--- src/rtl/csr_access_seq.sv ---
// CSR access sequencer: one CSR instruction at a time through READ, WRITE, RESP.
// Optional feature macro: CSR_ACCESS_SEQ_SKIP_ZERO_WRITE_EN (no write for RS/RC with zero rs1 index/zimm).
module csr_access_seq #(
    parameter int XLEN       = 32,
    parameter int CSR_ADDR_W = 12
) (
    input  logic                  clock,
    input  logic                  reset,
    input  logic [1:0]            priv_mode,
    input  logic                  req_valid,
    output logic                  req_ready,
    input  logic [2:0]            req_funct3,
    input  logic [CSR_ADDR_W-1:0] req_csr_addr,
    input  logic [4:0]            req_rs1_idx,
    input  logic [XLEN-1:0]       req_rs1_value,
    input  logic [4:0]            req_rd,
    output logic                  csr_read_en,
    output logic [CSR_ADDR_W-1:0] csr_addr,
    input  logic [XLEN-1:0]       csr_read_value,
    input  logic                  csr_illegal,
    output logic                  csr_write_en,
    output logic [XLEN-1:0]       csr_write_value,
    output logic                  resp_valid,
    input  logic                  resp_ready,
    output logic [4:0]            resp_rd,
    output logic [XLEN-1:0]       resp_value,
    output logic                  resp_illegal
);

    typedef enum logic [1:0] {
        IDLE  = 2'd0,
        READ  = 2'd1,
        WRITE = 2'd2,
        RESP  = 2'd3
    } state_t;

    state_t state, state_next;

    logic [2:0]            funct3_q;
    logic [CSR_ADDR_W-1:0] addr_q;
    logic [4:0]            rs1_idx_q;
    logic [4:0]            rd_q;
    logic [XLEN-1:0]       src_q;
    logic [XLEN-1:0]       old_q;
    logic                  illegal_q;
    logic [XLEN-1:0]       resp_value_q;
    logic                  resp_illegal_q;

    logic                  read_suppressed;
    logic                  write_requested;
    logic                  ro_violation;
    logic                  read_illegal;
    logic                  write_fire;
    logic                  final_illegal;
    logic [XLEN-1:0]       new_value;

    // CSRRW with rd=x0 must not cause a read side effect
    assign read_suppressed = (funct3_q[1:0] == 2'b01) && (rd_q == 5'd0);

`ifdef CSR_ACCESS_SEQ_SKIP_ZERO_WRITE_EN
    assign write_requested = !(funct3_q[1] && (rs1_idx_q == 5'd0));
`else
    assign write_requested = 1'b1;
`endif

    assign ro_violation  = write_requested && (addr_q[CSR_ADDR_W-1 -: 2] == 2'b11);
    assign read_illegal  = (funct3_q[1:0] == 2'b00)
                         || (!read_suppressed && csr_illegal)
                         || (addr_q[9:8] > priv_mode);
    assign write_fire    = write_requested && !illegal_q && !ro_violation;
    // A nonexistent CSR reported during the write still faults, but the strobe is not withdrawn
    assign final_illegal = illegal_q || ro_violation || (write_fire && csr_illegal);

    always_comb begin
        new_value = '0;
        case (funct3_q[1:0])
            2'b01:   new_value = src_q;
            2'b10:   new_value = old_q | src_q;
            2'b11:   new_value = old_q & ~src_q;
            default: new_value = '0;
        endcase
    end

    always_ff @(posedge clock) begin
        if (reset) begin
            state <= IDLE;
        end else begin
            state <= state_next;
        end
    end

    always_comb begin
        state_next      = state;
        req_ready       = 1'b0;
        csr_read_en     = 1'b0;
        csr_write_en    = 1'b0;
        csr_write_value = '0;
        resp_valid      = 1'b0;
        case (state)
            IDLE: begin
                req_ready = 1'b1;
                if (req_valid) begin
                    state_next = READ;
                end
            end
            READ: begin
                csr_read_en = !read_suppressed;
                state_next  = WRITE;
            end
            WRITE: begin
                csr_write_en    = write_fire;
                csr_write_value = new_value;
                state_next      = RESP;
            end
            RESP: begin
                resp_valid = 1'b1;
                if (resp_ready) begin
                    state_next = IDLE;
                end
            end
            default: state_next = IDLE;
        endcase
    end

    // Instruction latch, read capture and response registers
    always_ff @(posedge clock) begin
        if (reset) begin
            funct3_q       <= '0;
            addr_q         <= '0;
            rs1_idx_q      <= '0;
            rd_q           <= '0;
            src_q          <= '0;
            old_q          <= '0;
            illegal_q      <= 1'b0;
            resp_value_q   <= '0;
            resp_illegal_q <= 1'b0;
        end else begin
            case (state)
                IDLE: begin
                    if (req_valid) begin
                        funct3_q  <= req_funct3;
                        addr_q    <= req_csr_addr;
                        rs1_idx_q <= req_rs1_idx;
                        rd_q      <= req_rd;
                        src_q     <= req_funct3[2] ? {{(XLEN-5){1'b0}}, req_rs1_idx}
                                                   : req_rs1_value;
                    end
                end
                READ: begin
                    old_q     <= read_suppressed ? '0 : csr_read_value;
                    illegal_q <= read_illegal;
                end
                WRITE: begin
                    resp_illegal_q <= final_illegal;
                    resp_value_q   <= final_illegal ? '0 : old_q;
                end
                default: ;
            endcase
        end
    end

    assign csr_addr     = addr_q;
    assign resp_rd      = rd_q;
    assign resp_value   = resp_value_q;
    assign resp_illegal = resp_illegal_q;

endmodule

--- config.mk ---
export PLATFORM = sky130hd
export DESIGN_NAME = csr_access_seq
export DESIGN_NICKNAME = d
export VERILOG_FILES = /design/src/rtl/csr_access_seq.sv
export SDC_FILE = /design/constraint.sdc
export NUM_CORES = 1
export LEC_CHECK = 0
export CAP_MARGIN = 10
export CORE_ASPECT_RATIO = 0.8
export CORE_MARGIN = 4
export CORE_UTILIZATION = 42
export CTS_CLUSTER_DIAMETER = 60
export CTS_CLUSTER_SIZE = 30
export DETAILED_ROUTE_END_ITERATION = 6
export PLACE_DENSITY = 0.78
export SETUP_SLACK_MARGIN = 0.1
export SLEW_MARGIN = 5
export SYNTH_ARGS = -nofsm -noshare
export SYNTH_HDL_FRONTEND = slang
export SYNTH_SLANG_ARGS = --single-unit
--- constraint.sdc ---
create_clock -name clock -period 1.58 [get_ports clock]
set_input_delay 0.158 -clock clock [delete_from_list [all_inputs] [get_ports clock]]
set_output_delay 0.158 -clock clock [all_outputs]
set_load 0.03 [all_outputs]
After elaboration in Yosys (flattened, before gate mapping)
Cells that the tools add are included.
{ "totals": {"in_bits": 96, "output_inout_bits": 86, "reg_bits": 119, "wordCells": 50} }
{ "classes": {"order_cmp": 1, "bitwise_logic": 3, "mux": 12, "reduce_logical": 16, "n_eq_ne": 9} }
{ "op_table": {"columns": ["operator", "count"], "rows": [
  ["2-to-1 mux 32 bit", 4],
  ["case mux 32 bit (3 select lines)", 1],
  ["bitwise AND 32 bit", 1],
  ["inverter 32 bit", 1],
  ["OR 32 bit", 1],
  ["== test 2 bit (second input constant)", 5],
  ["case mux 2 bit (4 select lines)", 1],
  ["logical NOT 5 bit", 1],
  ["== test 2 x 1 -> 1 bit (second input constant)", 2],
  ["logical AND 1 bit", 4],
  ["logical NOT 2 bit", 2],
  ["logical OR 1 bit", 4],
  ["2-to-1 mux 1 bit", 4],
  ["2-to-1 mux 2 bit", 2],
  ["!= test 2 bit (second input constant)", 2],
  ["AND reduction 2 bit", 2],
  ["logical NOT 1 bit", 3],
  ["> comparator 2 bit", 1]
]} }

Logic depth before layout (Yosys ltp)
Gate-level depths: netlist (run 1).
{ "depth": {"word_depth": 6, "depth_mapped": 7, "ltp_nobuf": 5} }

Worst setup path before layout (run 1)
Ideal clock, no wire load.
{ "synth_timing": {"path_type": "register -> output", "from": "register state[0]", "to": "output port csr_write_value[10]", "path_stages_with_launch": 6, "path_buffers": 2, "slack_ns": -0.346, "arrival_time_ns": 1.768, "t_required_ns": 1.422, "cell_sequence": "dfxtp_1 > inv_1 > ha_1 > clkbuf_1 > clkbuf_1 > a21boi_0"} }
{ "synth_between": {"elab_chain_cells": 2} }
{ "synth_lines": {"columns": ["item", "line_no", "text"], "rows": [
  ["start, declared", "37", "state_t state, state_next;"],
  ["start signal, assigned", "88", "state <= state_next;"],
  ["== test 2 bit", "99", "case (state)"],
  ["2-to-1 mux 32 bit", "99", null],
  ["end, declared", "22", "output logic [XLEN-1:0] csr_write_value,"]
]} }
No other way between the ends.

Final worst setup path (run 1)
{ "layout_timing": {"from": "register funct3_q[0]", "to": "output port csr_write_value[19]"} }
{ "layout_between": {"elab_chain_cells": 3, "elab_cells_between_ends": 5, "cone_classes": "eq/ne (3); mux (2)"} }
{ "layout_lines": {"columns": ["item", "line_no", "text"], "rows": [
  ["start, declared", "39", "logic [2:0] funct3_q;"],
  ["start signal, assigned", "141", "funct3_q <= req_funct3;"],
  ["== test 2 bit or == test 2 x 1 -> 1 bit (tied branches)", "76", "case (funct3_q[1:0])"],
  ["case mux 32 bit (3 select lines) *", "76", null],
  ["2-to-1 mux 32 bit *", "99", null]
]} }
Every way passes the cells marked *; elsewhere a longest branch is shown, timed or not.

==> impl_metrics.toml, run 1 <==
[finish]
most-common-layout-cells = "112 x dfxtp_1, 94 x clkdlybuf4s50_1, 73 x a21oi_1, 67 x nand2_1, 59 x nand3b_1"
fin_nets = 912
utilization = 0.730
stdcell_count = 997
drive_gt1_frac = 0.302
n_antenna_cell = 0
syn_to_final_growth_pct = 70.5
final_common_cell = "dfxtp_1"

[synthesis]
post_synth.cell_area_avg_um2 = 8.91
synth.area.top_cells = "dfxtp_1 43%, nand3b_1 8.1%, a21oi_1 7.3%, o211ai_2 6.8%, nand2_1 6.1%"
synth_cell_types = 33
yosys_register_bits = 119
synthCells = 616
yosys.area.top_type = "dfxtp_1"
synth_top_area_share = 0.434
synth_nets = 719
synth_flop_cell = "dfxtp_1"
ys_warn_count = 0
async_flop_share = 0
synth-seq-area-share = 0.434
synth-edff-count = 0
synth_area_um2 = 5490

[critical_path]
critPathBufInv = 4
path_depth = 7
arrival_ns = 1.75
cp-startpoint = "funct3_q[0]"
worstPathRequired_ns = 1.42
cp-start-kind = "flop"
critical_path.max_fanout = 7
worstSetupEndpointType = "output pin"
reg2reg_to = "old_q[25]"
crit_chain = "buf_12 > xor2_4 > buf_6 > clkbuf_16 > nand2_4 > a21boi_4 > buf_6"
critical_path_class = "reg2out"
reg2reg_slack_ns = -0.07
cpMostUsedCell = "buf_6"
critPathCapture = "csr_write_value[19]"
cp_slowest_stage_delay_ns = 0.36
path_delay_family = "buffers and inverters"
r2r_cells = 5
slowest_stage = "dfxtp_4"
reg2reg_from = "resp_rd[1]"

[floorplanning]
coreArea_um2 = 12800
start_util = 0.428
die_h_um = 110
dieWidth_um = 136
ios = 182
core.rowCount = 37
die_area_um2 = 15000

[global_routing]
grt_pass1_wl_um = 27400
antenna_found_initial = 0
grtUsageTotal = 0.235
overflow = 0
first_global_vias = 5185
grt_start_max_net_pins = 65

[clock_tree]
path_clk_slew_ns = 0.06
cts_hold_buffers = 0
cts.sinks = 119
cts_buffer_depth = 2
numCtsBuffers = 17
root_buffer = "clkbuf_16"
htree_levels = 4
clkLatencyLatePin_ns = 0.41
tritoncts = "done"

[job]
cap_violations = 0

[routing]
drt_iter0_drc = 452
vias = 5482
drc_errors = 0
wire_per_inst_um = 19.9
ant_nets = 0
dr.pass1.iters = 5
vias_per_cell = 5.50
totalWireLength_um = 19800

[power]
clockPowerShare = 0.311
p_int_mw = 9.34
swShare = 0.348
power_switching_mw = 4.99
seq_power_share = 0.278
ir_drop_v = 0.00102
p_per_area_nw_per_um2 = 1530
p_leak_nw = 3.64
p_comb_frac = 0.411

[sta]
grt_setup_unrepaired = "yes"
hold_violations = 0
period_needed_ns = 1.91
fin_ws_ns = -0.329
fin_crit_sh = 1.21
fin_worst_skew_ns = 0.00939
slew-limit-headroom = 0.664
setup_viol = 58
drv_slew = 0
fmax_ghz = 0.524
fin_setup_tns_ns = -9.66
worstMarginPinSlew_ns = 0.503

[outcome]
outcome = "finished with violations"
violations = "negative setup slack"

[placement]
dp.cells = 939
gp_congestion = 0.837
dp_hpwl_um = 11900
portBuffers = 181

[worst_hold_path]
hp-start = "reset"
hold_class = "in2reg"
## worst min-delay path, cell delays in order
cell	delay, ns
buf_4	0.12
inv_1	0.08
nand3_1	0.10
o211ai_1	0.09
## flip-flops by register name, indices dropped and copies added (netlist names)
name and flops:
resp_illegal 1, funct3_q 2, state 2, illegal_q 1, src_q 32, old_q 32
resp_value 32, resp_rd 5, csr_addr 12
## routing by layer
metal / part of all wire / track usage / wire, µm / vias up
li1: - / - / - / 2551
met1: 0.42 / 0.303 / 8410 / 2662
met2: 0.49 / 0.394 / 9640 / 233
met3: 0.071 / 0.0617 / 1410 / 36
met4: 0.018 / 0.0647 / 361 / 0
met5: 0 / 0 / 0 / -
## per-stage QoR
step,area [µm²],hold slack [ns],worst slack (ns),power (mW)
final,9360,0.216,-0.329,14.3
after global routing,9360,0.231,-0.371,14.9
after CTS,8810,0.187,-0.331,13.4
after detailed placement,7880,0.448,-0.139,8.50
after global placement,7880,0.441,-0.132,8.30
after floorplan,5880,0.284,0.0793,6.86
## repair_timing
item,in CTS,in global routing
hold endpoints to repair,0,0
cloned,3,9
setup endpoints to repair,189,89
buffers inserted,5,11
gates resized for setup,112,95
pin swaps,2,61
## power groups by stage
stage / Sequential [mW] / Combinational (mW) / Clock (mW)
after floorplan: 4.04 / 2.82 / 0
after global placement: 3.92 / 4.38 / 0
after detailed placement: 3.95 / 4.55 / 0
after CTS: 3.92 / 4.96 / 4.48
after global routing: 4.04 / 6.23 / 4.62
final: 3.98 / 5.89 / 4.46
## layout make-up
| cell class | count | area [µm²] |
|---|---|---|
| clock buffers | 20 | 478 |
| flip-flops and latches | 119 | 2400 |
| well taps | 175 | 219 |
| fillers | 899 | 3470 |
| repair buffers | 232 | 2560 |
| multi-input cells | 433 | 3460 |
| clock inverters | 12 | 210 |
| inverters | 6 | 25.0 |
## how the worst min path moves through the flow
| stage | to | slack [ns] | cells after the start |
|---|---|---|---|
| final | illegal_q | 0.22 | 4 |
| after global routing | illegal_q | 0.23 | 4 |
| after CTS | illegal_q | 0.19 | 4 |
| after detailed placement | csr_addr[7] | 0.45 | 2 |
| after global placement | csr_addr[6] | 0.44 | 2 |
| after floorplan | resp_rd[1] | 0.28 | 2 |
## synth_stat cells, types with 8 or more instances
| library cell | n |
|---|---|
| nand2_1 | 89 |
| nor2b_1 | 22 |
| nand2b_1 | 32 |
| nand3b_1 | 59 |
| nor2_1 | 8 |
| clkbuf_1 | 35 |
| o21ai_0 | 12 |
| o211ai_2 | 30 |
| a21oi_1 | 80 |
| buf_2 | 14 |
| a21boi_0 | 32 |
| a22o_1 | 32 |
| dfxtp_1 | 119 |
## cells by family after synthesis
| logic type | Yosys count | share of synthesized area |
|---|---|---|
| flops | 119 | 0.434 |
| xor+xnor | 1 | 0.00160 |
| mux | 5 | 0.00912 |
| buf+inv | 64 | 0.0511 |
| simple gates | 223 | 0.226 |
| fa+ha+maj | 7 | 0.0160 |
| compound gates | 197 | 0.262 |
No activity file was read; power rests on OpenSTA's default activity.
==> run 2: changes to the inputs <==
- GPL_TIMING_DRIVEN: not set -> 0
- SKIP_LAST_GASP: not set -> 1
==> run 2 against run 1 <==
The flow still finishes with violations (negative setup slack). Worst hold slack better by 0.073 ns. Clock skew is 0.0012 ns lower. First-iteration DRC count is 21% lower.
==> impl_metrics.toml, run 2 (same netlist as run 1, synthesis figures left out) <==
[routing]
vias = 5567
totalWireLength_um = 20200
vias_per_cell = 5.39
ant_nets = 0
wire_per_inst_um = 19.6
drc_errors = 0
dr.pass1.iters = 5
drt_iter0_drc = 357

[floorplanning]
ios = 182
coreArea_um2 = 12800
core.rowCount = 37
start_util = 0.428
die_area_um2 = 15000
die_h_um = 110
dieWidth_um = 136

[clock_tree]
cts_buffer_depth = 2
numCtsBuffers = 17
htree_levels = 4
path_clk_slew_ns = 0.05
tritoncts = "done"
root_buffer = "clkbuf_16"
clkLatencyLatePin_ns = 0.41
cts.sinks = 119

[finish]
most-common-layout-cells = "112 x dfxtp_1, 94 x clkdlybuf4s50_1, 73 x nand2_1, 59 x nand3b_1, 56 x a21oi_1"
syn_to_final_growth_pct = 72.7
fin_nets = 948
fillers = 895
final_common_cell = "dfxtp_1"
n_antenna_cell = 0
drive_gt1_frac = 0.316

[critical_path]
critPathBufInv = 4
cpMostUsedCell = "buf_6"
r2r_cells = 9
arrival_ns = 1.74
critical_path.max_fanout = 7
path_delay_family = "buffers and inverters"
reg2reg_slack_ns = -0.12
cp-start-kind = "flop"
critical_path_class = "reg2out"
worstSetupEndpointType = "output pin"
worstPathRequired_ns = 1.42
reg2reg_to = "resp_value[6]"
crit_chain = "buf_8 > xor2_4 > buf_12 > buf_6 > nand2_2 > a21boi_4 > buf_6"
cp_slowest_stage_delay_ns = 0.32
slowest_stage = "dfxtp_2"
reg2reg_from = "state[0]"

[sta]
worstMarginPinSlew_ns = 0.767
fmax_ghz = 0.527
period_needed_ns = 1.90
drv_slew = 0
fin_worst_skew_ns = 0.00817
fin_crit_sh = 1.20
hold_violations = 0
setup_viol = 94
slew-limit-headroom = 0.489
fin_ws_ns = -0.318
grt_setup_unrepaired = "yes"

[power]
p_int_mw = 8.95
seq_power_share = 0.286
p_per_area_nw_per_um2 = 1470
ir_drop_v = 0.00101
power_mw = 14.0
p_comb_frac = 0.442
power_switching_mw = 5.02
swShare = 0.359
clockPowerShare = 0.272
p_leak_nw = 3.63

[global_routing]
antenna_found_initial = 0
overflow = 0
first_global_vias = 5658
grt_start_max_net_pins = 17
grtUsageTotal = 0.253
grt_pass1_wl_um = 29200

[placement]
gp_congestion = 0.871
portBuffers = 180
dp_hpwl_um = 13300
pre_cts_ws_ns = -0.877

[worst_hold_path]
holdPathEnd = "csr_addr[5]"
hp-start = "req_csr_addr[5]"
hold_class = "in2reg"
hold_path_depth = 3

[job]
cap_violations = 0

[outcome]
violations = "negative setup slack"
outcome = "finished with violations"
-- run 2: layout make-up --
cell class                 instances  area (µm²)  area share
buffer                            58         588      0.0621
clock buffer                      22         474      0.0500
clock inverter                     9         100      0.0106
inverter                           6        25.0     0.00264
multi-input combinational        433        3470       0.366
sequential                       119        2400       0.253
tap                              175         219      0.0231
timing repair buffer             210        2200       0.232
-- run 2: tightest hold or removal path: cells and delay by family --
| kind | cells | cell delay, ns |
|---|---|---|
| buffers and inverters | 1 | 0.39 |
| AND/OR/NAND/NOR | 1 | 0.05 |
| AO/OA/AOI/OAI | 1 | 0.05 |
-- run 2: power by group through the flow --
stage / clock [mW] / combinational [mW] / sequential, mW
after floorplan: 0 / 2.82 / 4.04
after global placement: 0 / 4.25 / 3.94
after detailed placement: 0 / 4.35 / 3.96
after CTS: 3.80 / 5.04 / 3.95
after global routing: 3.95 / 6.52 / 4.04
final: 3.80 / 6.17 / 3.99
-- run 2: how the worst max path moves through the flow --
stage	slack, ns	endpoint	cells after the start	startpoint
floorplan	0.08	old_q[10]	5	resp_rd[3]
global placement	-0.88	csr_read_en	6	state[1]
detailed placement	-0.88	csr_read_en	6	state[1]
CTS	-0.29	csr_read_en	5	funct3_q[0]
global route	-0.38	csr_write_value[20]	7	funct3_q[1]
finish	-0.32	csr_write_value[20]	7	funct3_q[1]
-- run 2: per-stage QoR --
step	util	TNS (ns)	area, µm²	hold WS (ns)	cells
after floorplan	-	0	5880	0.284	616
after global placement	0.616	-36.41	7900	0.441	971
after detailed placement	0.616	-44.10	7900	0.451	971
final	0.739	-14.25	9480	0.290	1032
after CTS	0.692	-12.24	8880	0.283	1016
after global routing	0.739	-18.35	9480	0.297	1032
-- run 2: layer usage --
metal	track usage	wire length (µm)	up-vias
li1	-	-	2631
met1	0.312	8460	2658
met2	0.433	9840	245
met3	0.0703	1550	33
met4	0.0806	323	0
met5	0	0	-
-- run 2: repair_timing --
action,4_1_cts,5_1_grt
hold buffers,0,0
gates resized for setup,384,121
setup buffers,7,10
setup endpoints to repair,203,153
cloned,7,7
pin swaps,8,37
